==> config.mk <==
export PLATFORM = sky130hd
export DESIGN_NAME = reg_cmd_sched_flat
export DESIGN_NICKNAME = d
export VERILOG_FILES = /design/src/rtl/reg_cmd_sched_if.sv /design/src/rtl/reg_cmd_sched.sv /design/src/flat_wrapper.sv
export SDC_FILE = /design/constraint.sdc
export NUM_CORES = 1
export LEC_CHECK = 0
export ABC_AREA = 0
export CELL_PAD_IN_SITES_DETAIL_PLACEMENT = 1
export CELL_PAD_IN_SITES_GLOBAL_PLACEMENT = 1
export CORE_UTILIZATION = 26
export DETAILED_ROUTE_END_ITERATION = 12
export GPL_ROUTABILITY_DRIVEN = 0
export PLACE_DENSITY = 0.77
export SLEW_MARGIN = 20
export SYNTH_ARGS = -nofsm -noshare
export SYNTH_HDL_FRONTEND = slang
export SYNTH_SLANG_ARGS = --single-unit
==> constraint.sdc <==
create_clock -name clk -period 3 [get_ports clk]
set_input_delay 0.75 -clock clk [delete_from_list [all_inputs] [get_ports clk]]
set_output_delay 0.75 -clock clk [all_outputs]
set_load 0.05 [all_outputs]
==> src/rtl/reg_cmd_sched_if.sv <==
// Command/response channel between the requesting FSMs and reg_cmd_sched.
// master = requester side, slave = scheduler side.
interface reg_cmd_sched_if #(
  parameter int NUM_REQ    = 2,
  parameter int DATA_WIDTH = 16,
  parameter int CNT_WIDTH  = 4,
  parameter int ID_WIDTH   = 1
);
  logic [NUM_REQ-1:0]            req_valid;
  logic [NUM_REQ-1:0]            req_ready;
  logic [3*NUM_REQ-1:0]          req_op;
  logic [DATA_WIDTH*NUM_REQ-1:0] req_arg;
  logic [CNT_WIDTH*NUM_REQ-1:0]  req_rpt;
  logic [NUM_REQ-1:0]            req_sin;
  logic                          rsp_valid;
  logic                          rsp_ready;
  logic [ID_WIDTH-1:0]           rsp_id;
  logic [DATA_WIDTH-1:0]         rsp_data;

  modport master (
    output req_valid, req_op, req_arg, req_rpt, req_sin, rsp_ready,
    input  req_ready, rsp_valid, rsp_id, rsp_data
  );

  modport slave (
    input  req_valid, req_op, req_arg, req_rpt, req_sin, rsp_ready,
    output req_ready, rsp_valid, rsp_id, rsp_data
  );
endinterface

==> src/rtl/reg_cmd_sched.sv <==
// Round-robin scheduler expanding requester commands into one-hot strobes for a
// shared register block. Optional abort input: define REG_CMD_SCHED_ABORT_EN.
module reg_cmd_sched #(
  parameter int NUM_REQ    = 2,
  parameter int DATA_WIDTH = 16,
  parameter int CNT_WIDTH  = 4,
  parameter int ID_WIDTH   = 1
) (
  input  logic                  clk,
  input  logic                  rst_n,
  reg_cmd_sched_if.slave        cmd,
  output logic                  reg_cl,
  output logic                  reg_ld,
  output logic                  reg_inc,
  output logic                  reg_dec,
  output logic                  reg_sr,
  output logic                  reg_sl,
  output logic                  reg_il,
  output logic                  reg_ir,
  output logic [DATA_WIDTH-1:0] reg_in,
  input  logic [DATA_WIDTH-1:0] reg_q
`ifdef REG_CMD_SCHED_ABORT_EN
  ,
  input  logic                  abort,
  output logic                  rsp_aborted
`endif
);

  localparam int STEP_W = CNT_WIDTH + 1;

  typedef enum logic [1:0] {IDLE, EXEC, RESP} state_t;
  typedef enum logic [2:0] {
    OP_NOP  = 3'd0,
    OP_CLR  = 3'd1,
    OP_LOAD = 3'd2,
    OP_INC  = 3'd3,
    OP_DEC  = 3'd4,
    OP_SHR  = 3'd5,
    OP_SHL  = 3'd6,
    OP_READ = 3'd7
  } op_t;

  state_t                state_q, state_d;
  op_t                   op_q, op_d;
  logic [DATA_WIDTH-1:0] arg_q, arg_d;
  logic                  sin_q, sin_d;
  logic [ID_WIDTH-1:0]   id_q, id_d;
  logic [ID_WIDTH-1:0]   rr_ptr_q, rr_ptr_d;
  logic [STEP_W-1:0]     cnt_q, cnt_d;

  logic                  hit_hi, hit_lo, sel_found;
  logic [ID_WIDTH-1:0]   idx_hi, idx_lo, sel_idx;
  logic [2:0]            sel_op;
  logic [DATA_WIDTH-1:0] sel_arg;
  logic [CNT_WIDTH-1:0]  sel_rpt;
  logic                  sel_sin;
  logic [STEP_W-1:0]     sel_steps;
  logic [NUM_REQ-1:0]    req_ready;
  logic                  abort_hit;
  logic                  step_en;

`ifdef REG_CMD_SCHED_ABORT_EN
  logic aborted_q, aborted_d;
  assign abort_hit   = abort;
  assign rsp_aborted = aborted_q;
`else
  assign abort_hit = 1'b0;
`endif

  // Two passes: first valid at/above rr_ptr wins, else first valid from index 0.
  always_comb begin
    hit_hi = 1'b0;
    hit_lo = 1'b0;
    idx_hi = '0;
    idx_lo = '0;
    for (int unsigned j = 0; j < NUM_REQ; j++) begin
      if (!hit_hi && cmd.req_valid[j] && (j >= 32'(rr_ptr_q))) begin
        hit_hi = 1'b1;
        idx_hi = ID_WIDTH'(j);
      end
      if (!hit_lo && cmd.req_valid[j]) begin
        hit_lo = 1'b1;
        idx_lo = ID_WIDTH'(j);
      end
    end
    sel_found = hit_hi | hit_lo;
    sel_idx   = hit_hi ? idx_hi : idx_lo;
  end

  always_comb begin
    sel_op  = '0;
    sel_arg = '0;
    sel_rpt = '0;
    sel_sin = 1'b0;
    for (int unsigned j = 0; j < NUM_REQ; j++) begin
      if (32'(sel_idx) == j) begin
        sel_op  = cmd.req_op[3*j +: 3];
        sel_arg = cmd.req_arg[DATA_WIDTH*j +: DATA_WIDTH];
        sel_rpt = cmd.req_rpt[CNT_WIDTH*j +: CNT_WIDTH];
        sel_sin = cmd.req_sin[j];
      end
    end
  end

  // Counter is one bit wider than rpt so rpt=all-ones yields 2^CNT_WIDTH steps.
  always_comb begin
    unique case (op_t'(sel_op))
      OP_INC, OP_DEC, OP_SHR, OP_SHL: sel_steps = {1'b0, sel_rpt} + STEP_W'(1);
      OP_CLR, OP_LOAD:                sel_steps = STEP_W'(1);
      default:                        sel_steps = '0;
    endcase
  end

  assign step_en = !abort_hit;

  always_comb begin
    state_d  = state_q;
    op_d     = op_q;
    arg_d    = arg_q;
    sin_d    = sin_q;
    id_d     = id_q;
    cnt_d    = cnt_q;
    rr_ptr_d = rr_ptr_q;
`ifdef REG_CMD_SCHED_ABORT_EN
    aborted_d = aborted_q;
`endif
    req_ready = '0;
    reg_cl    = 1'b0;
    reg_ld    = 1'b0;
    reg_inc   = 1'b0;
    reg_dec   = 1'b0;
    reg_sr    = 1'b0;
    reg_sl    = 1'b0;
    reg_il    = 1'b0;
    reg_ir    = 1'b0;
    reg_in    = '0;

    unique case (state_q)
      IDLE: begin
        if (sel_found) begin
          req_ready = NUM_REQ'(1) << sel_idx;
          op_d      = op_t'(sel_op);
          arg_d     = sel_arg;
          sin_d     = sel_sin;
          id_d      = sel_idx;
          cnt_d     = sel_steps;
          state_d   = (sel_steps == '0) ? RESP : EXEC;
        end
      end

      EXEC: begin
        unique case (op_q)
          OP_CLR:  reg_cl = step_en;
          OP_LOAD: begin
            reg_ld = step_en;
            reg_in = step_en ? arg_q : '0;
          end
          OP_INC:  reg_inc = step_en;
          OP_DEC:  reg_dec = step_en;
          OP_SHR: begin
            reg_sr = step_en;
            reg_il = step_en & sin_q;
          end
          OP_SHL: begin
            reg_sl = step_en;
            reg_ir = step_en & sin_q;
          end
          default: ;
        endcase
        cnt_d = cnt_q - STEP_W'(1);
        if (abort_hit || cnt_q <= STEP_W'(1)) begin
          cnt_d   = '0;
          state_d = RESP;
        end
`ifdef REG_CMD_SCHED_ABORT_EN
        if (abort_hit) aborted_d = 1'b1;
`endif
      end

      RESP: begin
        if (cmd.rsp_ready) begin
          state_d  = IDLE;
          rr_ptr_d = (id_q == ID_WIDTH'(NUM_REQ - 1)) ? '0 : id_q + ID_WIDTH'(1);
`ifdef REG_CMD_SCHED_ABORT_EN
          aborted_d = 1'b0;
`endif
        end
      end

      default: state_d = IDLE;
    endcase
  end

  always_ff @(posedge clk or negedge rst_n) begin
    if (!rst_n) begin
      state_q  <= IDLE;
      op_q     <= OP_NOP;
      arg_q    <= '0;
      sin_q    <= 1'b0;
      id_q     <= '0;
      cnt_q    <= '0;
      rr_ptr_q <= '0;
`ifdef REG_CMD_SCHED_ABORT_EN
      aborted_q <= 1'b0;
`endif
    end else begin
      state_q  <= state_d;
      op_q     <= op_d;
      arg_q    <= arg_d;
      sin_q    <= sin_d;
      id_q     <= id_d;
      cnt_q    <= cnt_d;
      rr_ptr_q <= rr_ptr_d;
`ifdef REG_CMD_SCHED_ABORT_EN
      aborted_q <= aborted_d;
`endif
    end
  end

  assign cmd.req_ready = req_ready;
  assign cmd.rsp_valid = (state_q == RESP);
  assign cmd.rsp_id    = id_q;
  assign cmd.rsp_data  = (state_q == RESP) ? reg_q : '0;

endmodule

==> src/flat_wrapper.sv <==
// flat-port wrapper written by rule: the top's interface ports become plain ports
module reg_cmd_sched_flat 
#(
  parameter int NUM_REQ    = 2,
  parameter int DATA_WIDTH = 16,
  parameter int CNT_WIDTH  = 4,
  parameter int ID_WIDTH   = 1
)
  (clk, rst_n, reg_cl, reg_ld, reg_inc, reg_dec, reg_sr, reg_sl, reg_il, reg_ir, reg_in, reg_q, cmd_req_valid, cmd_req_op, cmd_req_arg, cmd_req_rpt, cmd_req_sin, cmd_rsp_ready, cmd_req_ready, cmd_rsp_valid, cmd_rsp_id, cmd_rsp_data);
  reg_cmd_sched_if #(.NUM_REQ(NUM_REQ), .DATA_WIDTH(DATA_WIDTH), .CNT_WIDTH(CNT_WIDTH), .ID_WIDTH(ID_WIDTH)) cmd_i ();
  input  logic clk;
  input  logic rst_n;
  output logic reg_cl;
  output logic reg_ld;
  output logic reg_inc;
  output logic reg_dec;
  output logic reg_sr;
  output logic reg_sl;
  output logic reg_il;
  output logic reg_ir;
  output logic [DATA_WIDTH-1:0] reg_in;
  input  logic [DATA_WIDTH-1:0] reg_q;
  input wire logic [$bits(cmd_i.req_valid)-1:0] cmd_req_valid;
  input wire logic [$bits(cmd_i.req_op)-1:0] cmd_req_op;
  input wire logic [$bits(cmd_i.req_arg)-1:0] cmd_req_arg;
  input wire logic [$bits(cmd_i.req_rpt)-1:0] cmd_req_rpt;
  input wire logic [$bits(cmd_i.req_sin)-1:0] cmd_req_sin;
  input wire logic [$bits(cmd_i.rsp_ready)-1:0] cmd_rsp_ready;
  output wire logic [$bits(cmd_i.req_ready)-1:0] cmd_req_ready;
  output wire logic [$bits(cmd_i.rsp_valid)-1:0] cmd_rsp_valid;
  output wire logic [$bits(cmd_i.rsp_id)-1:0] cmd_rsp_id;
  output wire logic [$bits(cmd_i.rsp_data)-1:0] cmd_rsp_data;
  assign cmd_i.req_valid = cmd_req_valid;
  assign cmd_i.req_op = cmd_req_op;
  assign cmd_i.req_arg = cmd_req_arg;
  assign cmd_i.req_rpt = cmd_req_rpt;
  assign cmd_i.req_sin = cmd_req_sin;
  assign cmd_i.rsp_ready = cmd_rsp_ready;
  assign cmd_req_ready = cmd_i.req_ready;
  assign cmd_rsp_valid = cmd_i.rsp_valid;
  assign cmd_rsp_id = cmd_i.rsp_id;
  assign cmd_rsp_data = cmd_i.rsp_data;
  reg_cmd_sched #(.NUM_REQ(NUM_REQ), .DATA_WIDTH(DATA_WIDTH), .CNT_WIDTH(CNT_WIDTH), .ID_WIDTH(ID_WIDTH)) u_core (.clk(clk), .rst_n(rst_n), .cmd(cmd_i), .reg_cl(reg_cl), .reg_ld(reg_ld), .reg_inc(reg_inc), .reg_dec(reg_dec), .reg_sr(reg_sr), .reg_sl(reg_sl), .reg_il(reg_il), .reg_ir(reg_ir), .reg_in(reg_in), .reg_q(reg_q));
endmodule
==> impl_metrics.csv, run 1 <==
group,metric,value,unit
status,outcome,"finished, final reports clean",
pwr,internal_power,1.547,mW
drt,routed-via-count,2268,
logic_synthesis,yosys_warnings,0,
timing,holdWs,0.4974,ns
layout,final_common_cell,"clkdlybuf4s50_1",
clock_tree,clockBufferDepth,2,
drt,vias_per_cell,4.795,
drt,wl_per_cell,15.36,um
timing,setup_viol,0,
pwr,pwr-share-seq,25.9,%
layout,syn2layout_area_growth,88.01,%
grt,grtUsageTotal,19.36,%
setup_path,cp_cell_sequence,"clkdlybuf4s50_1 > nand2b_1 > nand2_1 > buf_4 > nor3_1 > buf_4 > buf_12",
drt,drtIter0Drc,78,
pwr,p_leak,1.577,nW
clock_tree,cts.reportedPaths.clkPinSlew,0.06,ns
pwr,swShare,45.51,%
clock_tree,hold_buffers,0,
floorplanning,boundaryPins,113,
timing,period_share,96.44,%
pwr,vdd_ir_drop_max,0.0004236,V
timing,final_hold_viol_count,0,
clock_tree,numCtsBuffers,5,
setup_path,cp_max_fo,7,
layout,antennaDiodeCount,0,
pwr,powerDensity,769.5,nW/um^2
timing,maxSlewViolCount,0,
setup_path,worstSetupEndpointType,"primary output",
layout,layout_common_cells,"70 x clkdlybuf4s50_1, 55 x nand2_1, 35 x and2_1, 35 x buf_12, 29 x dfrtp_1",
drt,drtPass1Iterations,4,
setup_path,cp_slowest_stage_delay,0.46,ns
timing,max_slew_margin,65.49,%
pwr,post-layout-total-power,2.838,mW
grt,grt_overflow_total,0,
drt,routed_wl,7.263,mm
clock_tree,cts_tree,"yes",
logic_synthesis,syn-cell-area,1962,sq um
layout,layout.nets,445,
floorplanning,initial_utilization,26.90,%
setup_path,required,2.25,ns
timing,fmax,345.6,MHz
logic_synthesis,syn_inst,253,
floorplanning,coreArea,7292,sq um
placed_design,hpwl,5.753,mm
pwr,power.switching,1.292,mW
drt,drc,0,
floorplanning,die_width,88.87,um
logic_synthesis,ys_types,44,
layout,fill_cells,885,
drt,postRouteAntennaNets,0,
logic_synthesis,yosysSeqAreaShare,36.99,%
floorplanning,placementRows,31,
logic_synthesis,syn_avg_cell_area,7.754,sq um
grt,antenna_found_initial,0,
clock_tree,clock_sinks,29,
timing,tightest_slew,0.5161,ns
setup_path,setup.worst_path.class,"in2out",
run,maxCapViolations,0,
setup_path,slowest_stage,"clkdlybuf4s50_1",
timing,tns,0,ns
pwr,clockPowerShare,12.8,%
setup_path,crit_path_frequent_cell,"buf_4",
setup_path,cp.arrival,2.14,ns
clock_tree,htreeDepth,2,
layout,layout-drive-gt1-share,18.18,%
timing,fin_skew,0.002770,ns
timing,rsz0062_at_grt,"no",
clock_tree,root_buffer,"clkbuf_8",
grt,first_global_vias,2310,
logic_synthesis,syn_nets,325,
placed_design,numPortBuffers,112,
floorplanning,die_h,88.87,um
timing,fin_crit,2.893,ns
floorplanning,fp.dieArea,7897,sq um
logic_synthesis,synth-seq-cells,29,
grt,grt_pass1_wl,11.52,mm
pwr,power_frac_comb,61.3,%
grt,grt_max_degree,33,
worst_hold_path,hold_path_class,"reg2reg",
clock_tree,clk_latency,0.29,ns
setup_path,startpoint_type,"primary input",
sequential cells by signal, indices dropped and copies added, names as in the netlist:
name / flops
u_core.rr_ptr_q: 1
u_core.state_q: 2
u_core.arg_q: 16
u_core.cnt_q: 5
u_core.cmd.rsp_id: 1
u_core.op_q: 3
u_core.sin_q: 1
cell usage after synthesis:
master     instances  area [sq um]
o21a_1             1         7.510
and3b_1            1         8.760
nor3_1             7         35.03
a311oi_1           1         8.760
nand4b_1           1         8.760
o221ai_1           2         17.52
o21ai_0            5         25.02
o2bb2ai_1          1         8.760
xor2_1             2         17.52
mux2i_1            2         20.02
buf_6              1         11.26
o31ai_1            2         15.01
o21ai_1            1         5.000
and2_1            35         219.0
o311ai_1           1         8.760
o21bai_1           1         7.510
clkbuf_1           5         18.77
ha_1               3         37.54
dfrtp_1           29         725.7
a21boi_0           1         7.510
buf_2              3         15.01
a21bo_2            1         10.01
a21oi_1            7         35.03
a21o_1             2         15.01
buf_4              1         7.510
and2_4             1         8.760
nand2b_1           4         25.02
o211ai_1           3         22.52
nand2_1           55         206.5
buf_1              2         7.510
xnor2_1            2         17.52
nor2b_1            3         18.77
nor2_2             1         6.260
o311ai_0           2         17.52
inv_1              4         15.01
nor4_2             1         12.51
nor2_1            28         105.1
o31a_1             1         8.760
a32oi_1            1         8.760
nor3_2             1         10.01
a22oi_1            4         30.03
nand3_1            4         20.02
and3_1             2         12.51
a31oi_1           18         112.6
power groups by stage:
stage / registers, mW / logic [mW] / clock network [mW]
after global placement: 0.731 / 1.71 / 0
after detailed placement: 0.737 / 1.75 / 0
after floorplan: 0.719 / 1.02 / 0
after CTS: 0.733 / 1.76 / 0.372
final: 0.734 / 1.74 / 0.365
after global routing: 0.761 / 1.88 / 0.388
final timing paths:
| check | start | endpoint | slack [ns] | depth (start not counted) |
|---|---|---|---|---|
| max in group asynchronous | rst_n | u_core.arg_q[14] | 1.85 | 2 |
| worst max register to register | u_core.rr_ptr_q | u_core.state_q[0] | 0.85 | 10 |
| worst max-delay path | cmd_req_valid[0] | cmd_req_ready[1] | 0.11 | 7 |
| min in group asynchronous | rst_n | u_core.cnt_q[3] | 0.86 | 2 |
| worst min register to register | u_core.cmd.rsp_id | u_core.rr_ptr_q | 0.50 | 1 |
| worst min-delay path | u_core.cmd.rsp_id | u_core.rr_ptr_q | 0.50 | 1 |
per-layer routing:
layer	wire [um]	global-route usage (%)	vias up
met1	3188	24.59	1085
met4	86	5.718	0
met5	0	0	-
li1	-	-	1107
met3	433	5.224	8
met2	3554	32.17	68
metrics by stage:
step                      utilization (%)  cell area, sq um  std cells  worst slack [ns]
after floorplan                         -              1967        253           0.02691
after global placement              49.16              3585        465            0.1336
after detailed placement            49.16              3585        465          0.001110
after CTS                           50.55              3686        473           0.03649
after global routing                50.58              3689        473           0.01555
final                               50.58              3689        473            0.1067
logic make-up after synthesis:
logic type / synth area share (%)
mux: 1.020
flops: 36.99
compound gates: 18.94
buf+inv: 3.826
simple gates: 35.52
xor+xnor: 1.786
fa+ha+maj: 1.913
worst max-delay path, delay by kind of cell:
kind,cells,cell delay (ns)
buffers and inverters,4,0.97
AND/OR/NAND/NOR,3,0.41
final cells by class:
class / count / area [sq um] / area share [%]
Timing Repair Buffer: 125 / 1556 / 42.20
Multi-Input combinational cell: 208 / 1166 / 31.61
Inverter: 4 / 15.01 / 0.4071
Clock buffer: 7 / 96.34 / 2.612
Tap cell: 99 / 123.9 / 3.358
Sequential cell: 29 / 725.7 / 19.67
Clock inverter: 1 / 5.005 / 0.1357
timing repair:
item / CTS / global route
setup endpoints to repair: 0 / 1
setup buffers: 0 / 0
resized for setup: 0 / 1
Power figures use the tool's default switching activity.
==> run 2: changes to the inputs <==
CAP_MARGIN = 20   (was not set)
==> results of run 2 <==
The final DEF is identical to that of run 1; final timing and power are the same.
==> run 3: changes to the inputs <==
ABC_AREA = 1   (was 0)
PLACE_DENSITY = 0.78   (was 0.77)
==> run 3 against run 2 <==
Against the previous run:
- setup slack improved by 0.049 ns
- global-route usage decreased by 1.3 points
- register-to-register slack improved by 0.18 ns
- non-clock buffer count is 7 lower
- design area is 6.7% lower
- highest routed layer unchanged
==> impl_metrics.csv, run 3 <==
group,metric,value,unit
status,outcome,"finished, final reports clean",
layout,layout.nets,480,
timing,fin_crit,2.845,ns
clock_tree,hold_buffers,0,
layout,fill_cells,960,
timing,fmax,351.5,MHz
timing,period_share,94.83,%
layout,reg_top3,"u_core.arg_q x16, u_core.cnt_q x5, u_core.op_q x3",
setup_path,r2r-end,"u_core.state_q[0]",
grt,use_met1,21.64,%
worst_hold_path,hold_path_class,"reg2reg",
grt,grt_overflow_total,0,
timing,tns,0,ns
layout,largest-register,"u_core.arg_q",
pwr,p_leak,1.687,nW
setup_path,worstSetupEndpointType,"primary output",
floorplanning,boundaryPins,113,
placed_design,numPortBuffers,112,
logic_synthesis,syn_nets,364,
logic_synthesis,yosysSeqAreaShare,35.39,%
clock_tree,clk_latency,0.29,ns
layout,syn2layout_area_growth,67.85,%
setup_path,cp_slowest_stage_delay,0.50,ns
setup_path,r2r_setup_slack,1.03,ns
setup_path,cp.arrival,2.09,ns
pwr,powerDensity,815.8,nW/um^2
drt,wl_per_cell,14.01,um
floorplanning,initial_utilization,26.68,%
drt,drtIter0Drc,81,
drt,routed_wl,7.158,mm
timing,fin_skew,0.01339,ns
timing,setup_viol,0,
clock_tree,htreeDepth,2,
setup_path,slowest_stage,"clkdlybuf4s50_1",
grt,grt_pass1_wl,11.84,mm
floorplanning,coreArea,7687,sq um
grt,grt_busiest_layer,"met2",
timing,maxSlewViolCount,0,
layout,layout_common_cells,"71 x clkdlybuf4s50_1, 64 x nor2_1, 47 x inv_1",
logic_synthesis,synth_top_area_share,35.39,%
timing,max_slew_margin,57.15,%
layout,largest_reg_flops,16,
logic_synthesis,synth-seq-cells,29,
setup_path,reg2reg_depth,14,
drt,routed-via-count,2345,
grt,first_global_vias,2414,
logic_synthesis,synth.area.top_cells,"dfrtp_1 35%, nor2_1 12%, inv_1 8.6%",
timing,holdWs,0.5179,ns
timing,final_hold_viol_count,0,
grt,antenna_found_initial,0,
layout,antennaDiodeCount,0,
layout,final_common_cell,"clkdlybuf4s50_1",
logic_synthesis,async_reset_ff_share,100.0,%
timing,rsz0062_at_grt,"no",
clock_tree,clock_sinks,29,
drt,drc,0,
clock_tree,root_buffer,"clkbuf_8",
logic_synthesis,synth_enable_flop_cells,0,
grt,grt_max_degree,34,
drt,postRouteAntennaNets,0,
logic_synthesis,yosysTopAreaCell,"dfrtp_1",
setup_path,cp_cell_sequence,"clkdlybuf4s50_1 > nand2_4 > nand2_8 > nor2_1 > buf_12",
grt,grtUsageMet2,32.32,%
logic_synthesis,yosysMostFrequentCell,"nor2_1",
setup_path,setup.worst_path.start,"cmd_req_valid[0]",
logic_synthesis,syn-cell-area,2051,sq um
setup_path,crit_path_end,"cmd_req_ready[1]",
layout,layout-drive-gt1-share,20.05,%
floorplanning,die_width,90.81,um
setup_path,required,2.25,ns
floorplanning,placementRows,32,
layout,stdcell_count,511,
drt,vias_per_cell,4.589,
grt,grtUsageTotal,18.02,%
run,maxCapViolations,0,
placed_design,dp_slack,0.1382,ns
setup_path,cp_max_fo,8,
setup_path,startpoint_type,"primary input",
pwr,vdd_ir_drop_max,0.0002255,V
clock_tree,cts.reportedPaths.clkPinSlew,0.06,ns
logic_synthesis,syn_inst,292,
logic_synthesis,ys_types,32,
placed_design,dp_cells,503,
setup_path,crit-reg2reg-launch,"u_core.rr_ptr_q",
logic_synthesis,syn_avg_cell_area,7.023,sq um
drt,drtPass1Iterations,4,
timing,tightest_slew,0.6411,ns
clock_tree,numCtsBuffers,5,
logic_synthesis,yosys_warnings,0,
floorplanning,fp.dieArea,8246,sq um
setup_path,setup.worst_path.class,"in2out",
timing,fin_ws,0.1552,ns
logic_synthesis,synth_ff_type,"dfrtp_1",
logic_synthesis,ys_top_cells_by_count,"65 x nor2_1, 47 x inv_1, 40 x nand2_1, 29 x dfrtp_1, 20 x o21ai_0",
placed_design,hpwl,5.800,mm
clock_tree,clockBufferDepth,2,
clock_tree,cts_tree,"yes",
floorplanning,die_h,90.81,um
grt,grt_util_met3,3.283,%
==> run 3: how the worst min path moves through the flow <==
stage | from | endpoint | slack (ns) | depth (start not counted)
finish | u_core.rr_ptr_q | u_core.rr_ptr_q | 0.52 | 2
global route | u_core.rr_ptr_q | u_core.rr_ptr_q | 0.56 | 2
CTS | u_core.rr_ptr_q | u_core.rr_ptr_q | 0.52 | 2
detailed placement | u_core.rr_ptr_q | u_core.rr_ptr_q | 0.51 | 2
global placement | u_core.rr_ptr_q | u_core.rr_ptr_q | 0.49 | 2
floorplan | rst_n | u_core.arg_q[0] | 0.45 | 0
==> run 3: where the power goes <==
part	switching, mW	internal (mW)
clock	0.163	0.186
combinational	1.12	0.640
sequential	0.115	0.588
total	1.39	1.41
==> run 3: kinds of logic (layout without fill, tap and decap cells) <==
family                   after synthesis  in the layout  share of synthesized area [%]
AO/OA/AOI/OAI                         49             49                          14.22
XOR/XNOR                               3              3                          1.282
adder cells (fa/ha/maj)                3              3                          1.831
buffers and inverters                 60            177                          12.20
flip-flops                            29             29                          35.39
AND/OR/NAND/NOR                      148            148                          35.08
==> run 3: layout make-up <==
class | instances | area (sq um) | share of cell area [%]
inverters | 51 | 191.4 | 5.562
flip-flops and latches | 29 | 725.7 | 21.08
well taps | 102 | 127.6 | 3.708
clock inverters | 2 | 13.76 | 0.3999
repair buffers | 118 | 1224 | 35.55
multi-input cells | 203 | 1077 | 31.30
clock buffers | 6 | 82.58 | 2.399
==> run 3: timing repair <==
action | CTS | global route
endpoints found under the setup margin | 0 | 2
buffers inserted | 0 | 0
resized for setup | 0 | 2
==> run 3: worst max-delay path, delay by kind of cell <==
kind	cells	cell delay, ns
buf+inv	2	0.70
simple gates	3	0.63
==> run 3: stage by stage <==
| stage | cell area (sq um) | total power [mW] | utilization [%] |
|---|---|---|---|
| floorplan | 2051 | 1.836 | - |
| global placement | 3341 | 2.408 | 43.46 |
| detailed placement | 3341 | 2.477 | 43.46 |
| CTS | 3437 | 2.836 | 44.71 |
| global route | 3442 | 3.027 | 44.78 |
| finish | 3442 | 2.808 | 44.78 |
==> run 3: routing by layer <==
metal | vias to the layer above | routed length (um)
met5 | - | 0
met4 | 0 | 111
met3 | 9 | 343
met2 | 72 | 3652
met1 | 1109 | 3050
li1 | 1155 | -
